## config.mk

```make
export PLATFORM = sky130hd
export DESIGN_NAME = led_pulse_stretch
export DESIGN_NICKNAME = d
export VERILOG_FILES = /design/src/rtl/led_pulse_stretch.sv
export SDC_FILE = /design/constraint.sdc
export NUM_CORES = 1
export LEC_CHECK = 0
export ABC_AREA = 0
export CAP_MARGIN = 20
export CELL_PAD_IN_SITES_DETAIL_PLACEMENT = 1
export CELL_PAD_IN_SITES_GLOBAL_PLACEMENT = 1
export CORE_ASPECT_RATIO = 1.1
export CORE_MARGIN = 4
export CORE_UTILIZATION = 43
export CTS_CLUSTER_DIAMETER = 80
export DETAILED_ROUTE_END_ITERATION = 8
export PLACE_DENSITY = 0.85
export SETUP_SLACK_MARGIN = 0.4
export SYNTH_ARGS = -nofsm -noshare
export SYNTH_HDL_FRONTEND = slang
export SYNTH_SLANG_ARGS = --single-unit
```

## constraint.sdc

```tcl
create_clock -name clk -period 1.9 [get_ports clk]
set_clock_uncertainty 0.05 [all_clocks]
set_input_delay 0.38 -clock clk [delete_from_list [all_inputs] [get_ports clk]]
set_output_delay 0.38 -clock clk [all_outputs]
set_load 0.01 [all_outputs]
```

## src/rtl/led_pulse_stretch.sv

```systemverilog
// led_pulse_stretch: per-channel LED pulse stretcher.
// Each 0->1 event on event_in starts a visible on-phase of ON_TICKS ticks,
// followed by a forced off-gap of OFF_TICKS ticks. At most one further event
// is remembered while busy and replayed when the gap ends. A single shared
// prescaler generates the tick, so all channels share tick phase.
module led_pulse_stretch #(
    parameter int    WIDTH         = 4,
    parameter string POLARITY      = "LOW",
    parameter int    TIMEOUT       = 50000,
    parameter int    TIMEOUT_WIDTH = 16,
    parameter int    ON_TICKS      = 50,
    parameter int    OFF_TICKS     = 20,
    parameter int    TICK_WIDTH    = 8
) (
    input  logic             clk,
    input  logic             reset,
    input  logic [WIDTH-1:0] event_in,
    output logic [WIDTH-1:0] data_out,
    output logic [WIDTH-1:0] busy
);

    localparam logic [1:0] IDLE = 2'd0;
    localparam logic [1:0] ON   = 2'd1;
    localparam logic [1:0] GAP  = 2'd2;

    // Active-high output when POLARITY is "HIGH", otherwise active-low.
    localparam logic ACTIVE_HIGH = (POLARITY == "HIGH");

    localparam logic [TIMEOUT_WIDTH-1:0] PRESCALE_LAST = TIMEOUT_WIDTH'(TIMEOUT - 1);
    localparam logic [TICK_WIDTH-1:0]    ON_LOAD       = TICK_WIDTH'(ON_TICKS);
    localparam logic [TICK_WIDTH-1:0]    OFF_LOAD      = TICK_WIDTH'(OFF_TICKS);
    localparam logic [TICK_WIDTH-1:0]    LAST_TICK     = TICK_WIDTH'(1);

    logic [TIMEOUT_WIDTH-1:0] prescale;
    logic                     tick;
    logic [WIDTH-1:0]         event_prev;
    logic [WIDTH-1:0]         evt;
    logic [WIDTH-1:0]         pending;
    logic [1:0]               state [WIDTH];
    logic [TICK_WIDTH-1:0]    count [WIDTH];

    assign tick = (prescale == PRESCALE_LAST);
    assign evt  = event_in & ~event_prev;

    // Shared prescaler: counts 0..TIMEOUT-1 and wraps on the tick cycle.
    always_ff @(posedge clk) begin
        if (reset || tick) begin
            prescale <= '0;
        end else begin
            prescale <= prescale + 1'b1;
        end
    end

    // Previous-sample register; also loads during reset so a level already
    // high at reset release is not seen as a rising edge.
    always_ff @(posedge clk) begin
        event_prev <= event_in;
    end

    // Per-channel IDLE/ON/GAP sequencing with one-deep event memory.
    always_ff @(posedge clk) begin
        if (reset) begin
            pending  <= '0;
            data_out <= {WIDTH{~ACTIVE_HIGH}};
            for (int unsigned i = 0; i < WIDTH; i++) begin
                state[i] <= IDLE;
                count[i] <= '0;
            end
        end else begin
            for (int unsigned i = 0; i < WIDTH; i++) begin
                data_out[i] <= (state[i] == ON) ~^ ACTIVE_HIGH;
                case (state[i])
                    IDLE: begin
                        if (evt[i]) begin
                            state[i] <= ON;
                            count[i] <= ON_LOAD;
                        end
                    end
                    ON: begin
                        if (evt[i]) begin
                            pending[i] <= 1'b1;
                        end
                        if (tick) begin
                            if (count[i] == LAST_TICK) begin
                                state[i] <= GAP;
                                count[i] <= OFF_LOAD;
                            end else begin
                                count[i] <= count[i] - 1'b1;
                            end
                        end
                    end
                    GAP: begin
                        if (tick && count[i] == LAST_TICK) begin
                            // An event arriving on the exit tick counts as pending.
                            if (pending[i] || evt[i]) begin
                                state[i] <= ON;
                                count[i] <= ON_LOAD;
                            end else begin
                                state[i] <= IDLE;
                                count[i] <= '0;
                            end
                            pending[i] <= 1'b0;
                        end else begin
                            if (evt[i]) begin
                                pending[i] <= 1'b1;
                            end
                            if (tick) begin
                                count[i] <= count[i] - 1'b1;
                            end
                        end
                    end
                    default: begin
                        state[i]   <= IDLE;
                        count[i]   <= '0;
                        pending[i] <= 1'b0;
                    end
                endcase
            end
        end
    end

    // Busy whenever the channel is not idle.
    always_comb begin
        busy = '0;
        for (int unsigned i = 0; i < WIDTH; i++) begin
            busy[i] = (state[i] != IDLE);
        end
    end

endmodule

```

==> parameters.txt, run 1 <==
Parameter                              Value

Hold path
  Depth of the worst hold-timing path ... 1
  Min-Delay Endpoint ... event_prev[1]
  Hold Crit Class ... in -> reg
  Launch point of the worst hold path ... event_in[1]

Worst setup path
  Depth of the worst register-to-register path ... 6
  Critical path data arrival time ... about 2300 ps
  Critical Path Fanout Max ... 5
  Internal reg-to-reg setup slack ... -320 ps
  CP startpoint kind ... register
  Critical Path Sink Type ... register
  Worst flop-to-flop path startpoint ... prescale[6]
  Data required time of the critical path ... between 1500 and 2000 ps
  Worst R2R End ... state[2][0]
  Critical setup path kind ... reg -> reg

Yosys
  Count of flip-flops with a built-in enable after synthesis ... 40
  Top cells by area in the synthesized netlist ... edfxtp_1, dfxtp_1, ha_1, nor2_1, xnor2_1
  Synth Flop Type ... edfxtp_1
  Ys Warns ... 0
  Number of instances in the synthesized netlist ... slightly above 400
  Number of distinct standard cells referenced by the synthesized netlist ... 50
  Proportion of synthesized chip area in sequential cells ... between 40% and 50%
  Mean instance size in the synthesized netlist ... just under 10 µm²
  Number of nets produced by synthesis ... ~430
  Synth area leader ... edfxtp_1
  Proportion of netlist area held by the largest area contributor ... a little under a third
  Post-Synthesis Cell Area ... slightly below 4000 µm²
  Synthesized flop and latch total ... roughly 70
  Fraction of registers with async set/reset ... 0%

Timing
  Post-route minimum period ... approximately 2200 ps
  Post-route clock period utilization ... 117%
  Setup repair after global routing missed its margin ... yes
  Maximum frequency from static timing analysis ... approximately 450 MHz
  Transition at the pin with the smallest max-transition slack ... around 600 ps
  Number of failing setup endpoints in the final timing report ... 82
  Worst slew slack as a fraction of its limit ... 59.3%
  Least setup slack across all paths after layout ... -316 ps
  Final Hold Vio Count ... 0
  Max-slew violation count ... 0

Route
  Post-route DRC ... 0
  Routed wire per std cell ... 29.2 µm
  Drt first-iter violations ... 215
  First-pass iteration count of the detailed router ... 5
  ANT nets after route ... 0
  Routed via count divided by cell count ... 6.17
  WL final ... around 19,000 µm
  Via count ... around 4,000

Place
  DP Worst Slack ... -319 ps
  Port buffer count ... 13
  Post-Place Cell Area ... 4880 µm²
  GP Congestion ... approximately 0.84
  DP Cell Count ... 583
  HPWL after detailed placement ... just under 8000 µm

Clock network
  Later-pin clock latency in the skew report ... approximately 380 ps
  Clock-pin slew reported for the worst setup and hold paths after clock tree synthesis ... 80 ps
  Number of buffers inserted by hold repair at cts ... 0
  TritonCTS clock tree ... done
  Inserted Clock Buffers ... 9
  H-tree depth ... 3
  Root buffer cell ... clkbuf_8
  Clk sinks ... roughly 70
  Number of buffers between clock root and the deepest sink ... 2

Floorplan
  Die X ... 98.6 µm
  Initial Util ... between 40 and 50%
  Top-Level Pins ... 14
  Number of placement rows ... 36
  Y dimension of the die ... 108 µm
  Floorplan die area ... between 10,000 and 15,000 µm²
  Std-Cell Core Area ... about 8800 µm²

Run status
  Outcome ... finished, violations left
  Violated checks ... negative setup slack

Cells and area
  Fill cell instance count of the final layout ... about 860
  Fraction of final layout cells sized beyond drive strength 1 ... 54.8%
  Post-route cell area ... approximately 6300 µm²
  Area overhead of the layout relative to synthesis ... 62.1%
  Number of nets at the end of the flow ... 553
  Cell Count, Final, Fillers Out ... approximately 640
  Ant diodes ... 0

Global route
  Total congestion overflow ... 0
  GRT Overall Usage ... roughly 30%
  Pin count of the biggest net entering global routing ... 13
  Antenna violations before repair ... 0
  First-pass GRT wire length ... about 24,000 µm
  Via count of the first global-routing pass ... around 4,300

Power
  Total power draw ... about 3.7 mW
  Pwr/cell area ... 583 nW/µm²
  Leakage dissipation ... about 2.3 nW
  Worst IR Drop VDD ... a little over 0.5 mV

Flow run
  Number of violations of the max-capacitance limit ... 0
synthesized netlist by cell type, types with 3 or more instances:
cell type / instances
clkbuf_1: 8
nand3b_1: 3
xnor2_1: 20
xor2_1: 15
o21a_1: 3
ha_1: 25
nor3b_1: 11
dfxtp_1: 28
nand2_1: 23
nor2b_1: 6
a21oi_1: 21
o21ai_0: 16
nand2b_1: 11
nand3_1: 9
a31oi_1: 4
nor4b_1: 4
and3_1: 13
nor2_1: 55
nand4_1: 5
nor3_1: 12
nor4_1: 7
inv_1: 23
a2111oi_0: 4
edfxtp_1: 40
or3_1: 3
and4_1: 3
power by group:
part	switching [mW]	internal (mW)
clock network	0.619	0.505
registers	0.0811	1.63
logic	0.471	0.360
per-stage QoR:
step | TNS [ps] | util (%) | hold WS, ps
6_report | -11090 | 71.3 | 421
5_1_grt | -13390 | 71.3 | 444
4_1_cts | -790 | 66.7 | 424
3_5_place_dp | -16130 | 55.3 | 417
3_3_place_gp | -11850 | 55.3 | 414
2_1_floorplan | -103 | - | 358
cells in the final DEF (no fill, tap or decap), types with 13 or more instances in the layout:
cell type  count
buf_4         79
edfxtp_1      40
buf_6         25
dfxtp_1       24
nor2_4        22
xnor2_1       19
nor2_1        17
nor2_2        16
xor2_1        15
nand2_1       14
ha_1          13
worst max path at each step:
stage	cells past startpoint	from	slack, ps	to
finish	6	prescale[6]	-320	state[2][0]
CTS	5	prescale[12]	-100	count[1][6]
detailed placement	6	reset	-320	count[0][5]
floorplan	8	prescale[1]	-40	count[2][0]
global route	6	prescale[5]	-320	state[2][0]
global placement	6	reset	-270	count[0][5]
sequential cells by signal, indices dropped and copies added, names as in the netlist:
register    count
count          32
data_out        4
event_prev      4
pending         4
prescale       16
state           8
final cells by class:
class                           count  area (µm²)  share of cell area, %
Sequential cell                    68        1770                   28.0
Inverter                           23        98.8                   1.57
Timing Repair Buffer              119        1070                   17.0
Tap cell                          114         143                   2.26
Clock buffer                       13         149                   2.36
Multi-Input combinational cell    301        3060                   48.5
Clock inverter                      3        15.0                  0.238
cell families (layout without fill, tap and decap cells):
| kind of cell | Yosys count | count (layout) | share of synthesized area, % |
|---|---|---|---|
| AND/OR/NAND/NOR | 179 | 179 | 25.3 |
| buffers and inverters | 34 | 158 | 3.70 |
| AO/OA/AOI/OAI | 62 | 62 | 9.72 |
| flip-flops | 68 | 68 | 45.3 |
| adder cells (fa/ha/maj) | 25 | 25 | 8.05 |
| XOR/XNOR | 35 | 35 | 7.89 |
critical path, stage by stage, from the launching register on:
cell	delay (ps)
dfxtp_1	400
nor4b_4	340
nand4_1	230
buf_6	200
or3_4	420
o21ai_2	180
a21oi_1	120
metal layers:
layer | vias to the layer above | GRT usage, % | share of wire [%]
li1 | 1674 | - | -
met1 | 2042 | 34.4 | 38
met2 | 168 | 56.0 | 51
met3 | 74 | 5.38 | 4.9
met4 | 0 | 11.3 | 5.9
met5 | - | 0 | 0
what timing repair did:
item                       CTS  global route
buffers inserted            25            16
setup endpoints to repair  107           103
cloned                       1             0
resized for setup          174            68
pin swaps                   48            27
Power figures use the tool's default switching activity.
==> inputs of run 2 (changes only) <==
Settings changed: CORE_MARGIN 4 to 10.
==> parameters.txt, run 2 (same netlist as run 1, synthesis figures left out) <==
Parameter                              Value

Cells and area
  Ant diodes ... 0 (unchanged)
  Register Area ... 1760 µm² (was 1770 µm²)
  Utilization after layout ... 66.3% (was 71.3%)
  Commonest non-fill, non-tap cells in the layout ... buf_4, edfxtp_1, nor2_1, dfxtp_1 (was buf_4, edfxtp_1, buf_6, dfxtp_1, nor2_4)
  Commonest non-fill, non-tap cell in the layout ... buf_4 (unchanged)
  Area overhead of the layout relative to synthesis ... 50.5% (was 62.1%)
  Largest reg by FF count ... count (unchanged)
  Number of nets at the end of the flow ... 539 (was 553)
  Flip-flop count of the largest register after layout ... 32 (unchanged)
  Largest registers ... count: 32 flops, prescale: 16 flops, state: 8 flops (unchanged)
  Fraction of final layout cells sized beyond drive strength 1 ... 46.2% (was 54.8%)
  Area taken by multi-input logic gates ... 2730 µm² (was 3060 µm²)
  Fill cell instance count of the final layout ... 917 (was 858)

Run status
  Outcome ... finished, violations left (unchanged)
  Violated checks ... negative setup slack (unchanged)

Worst setup path
  Critical Path Sink Type ... register (unchanged)
  Data required time of the critical path ... 2070 ps (was 1950 ps)
  Critical setup path kind ... reg -> reg (unchanged)
  Critical path data arrival time ... 2300 ps (was 2260 ps)
  Critical Path Fanout Max ... 7 (was 5)
  CP startpoint kind ... register (unchanged)

Route
  WL final ... 16,000 µm (was 18,700 µm)
  First-pass iteration count of the detailed router ... 5 (unchanged)
  Routed via count divided by cell count ... 5.99 (was 6.17)
  Drt first-iter violations ... 332 (was 215)
  ANT nets after route ... 0 (unchanged)
  Post-route DRC ... 0 (unchanged)
  Via count ... 3,753 (was 3,958)
  Routed wire per std cell ... 25.4 µm (was 29.2 µm)

Power
  Worst IR Drop VDD ... 0.533 mV (was 0.518 mV)
  Pwr/cell area ... 659 nW/µm² (was 583 nW/µm²)
  Leakage dissipation ... 2.19 nW (was 2.34 nW)

Clock network
  Clk sinks ... 68 (unchanged)
  H-tree depth ... 3 (unchanged)
  Root buffer cell ... clkbuf_8 (unchanged)
  Later-pin clock latency in the skew report ... 380 ps (about the same)
  TritonCTS clock tree ... done (unchanged)
  Inserted Clock Buffers ... 9 (unchanged)
  Number of buffers between clock root and the deepest sink ... 2 (unchanged)
  Clock-pin slew reported for the worst setup and hold paths after clock tree synthesis ... 90 ps (was 80 ps)
  Number of buffers inserted by hold repair at cts ... 0 (unchanged)

Flow run
  Number of violations of the max-capacitance limit ... 0 (unchanged)

Global route
  Pin count of the biggest net entering global routing ... 12 (was 13)
  Total congestion overflow ... 0 (unchanged)
  Via count of the first global-routing pass ... 4,070 (was 4,269)
  First-pass GRT wire length ... 22,600 µm (was 24,400 µm)
  GRT Overall Usage ... 21.4% (was 30.2%)
  Antenna violations before repair ... 0 (unchanged)

Timing
  Post-route minimum period ... 2130 ps (was 2220 ps)
  Final Hold Vio Count ... 0 (unchanged)
  Least setup slack across all paths after layout ... -229 ps (was -316 ps)
  Maximum frequency from static timing analysis ... 470 MHz (was 451 MHz)
  Worst slew slack as a fraction of its limit ... 62.3% (was 59.3%)
  Transition at the pin with the smallest max-transition slack ... 562 ps (was 609 ps)
  Max-slew violation count ... 0 (unchanged)
  Setup repair after global routing missed its margin ... yes (unchanged)
  Number of failing setup endpoints in the final timing report ... 71 (was 82)
  Post-route clock period utilization ... 112% (was 117%)

Floorplan
  Number of placement rows ... 36 (unchanged)
  Y dimension of the die ... 120 µm (was 108 µm)
  Std-Cell Core Area ... 8830 µm² (unchanged)
  Die X ... 111 µm (was 98.6 µm)
  Initial Util ... 44.0% (unchanged)
  Top-Level Pins ... 14 (unchanged)
  Floorplan die area ... 13,200 µm² (was 10,600 µm²)

Place
  Port buffer count ... 13 (unchanged)
  GP Congestion ... 0.813 (was 0.836)
  HPWL after detailed placement ... 8110 µm (was 7840 µm)
  DP Worst Slack ... -260 ps (was -319 ps)

Hold path
  Hold Crit Class ... in -> reg (unchanged)
-- run 2: through the flow --
step           instance area (µm²)  total power, mW  cells  hold slack, ps  TNS (ps)
2_1_floorplan                 4230             2.04    403             358      -103
5_1_grt                       5850             3.98    627             415    -10960
6_report                      5850             3.86    627             428     -7620
3_3_place_gp                  4910             2.21    587             416     -9030
4_1_cts                       5630             3.73    617             417     -1820
3_5_place_dp                  4910             2.24    587             443    -11190
-- run 2: final cells by class --
class                           instances  area share, %
Clock inverter                          3          0.684
Multi-Input combinational cell        301           46.6
Timing Repair Buffer                  105           15.3
Clock buffer                           13           3.25
Tap cell                              114           2.44
Sequential cell                        68           30.2
Inverter                               23           1.60
-- run 2: layer usage --
metal | wire length (µm) | track usage, %
met5 | 0 | 0
met2 | 8240 | 38.9
met1 | 6100 | 22.7
met3 | 841 | 4.98
met4 | 771 | 10.9
-- run 2: path summary, 6_finish.rpt --
kind / startpoint / endpoint / slack (ps) / depth (start not counted)
setup / recovery: prescale[12] / count[0][1] / -230 / 7
hold / removal: event_in[0] / event_prev[0] / 430 / 1
setup reg to reg: prescale[12] / count[0][1] / -230 / 7
hold reg to reg: pending[2] / pending[2] / 460 / 2
-- run 2: critical path: stages (launching register included) --
cell,delay (ps)
dfxtp_1,350
nor4b_2,320
nand4_1,270
buf_4,280
nor3_4,180
buf_4,170
o21ai_0,130
a21oi_1,220
-- run 2: where the power goes --
group          switching [mW]  internal (mW)
Combinational           0.396          0.323
Clock                   0.637          0.790
Sequential             0.0782           1.63
-- run 2: what timing repair did --
item                                    in CTS  in global routing
gates resized for setup                    115                 32
gates cloned                                 1                  0
pin swaps                                   10                 23
setup buffers                               13                 10
endpoints found under the setup margin     107                103
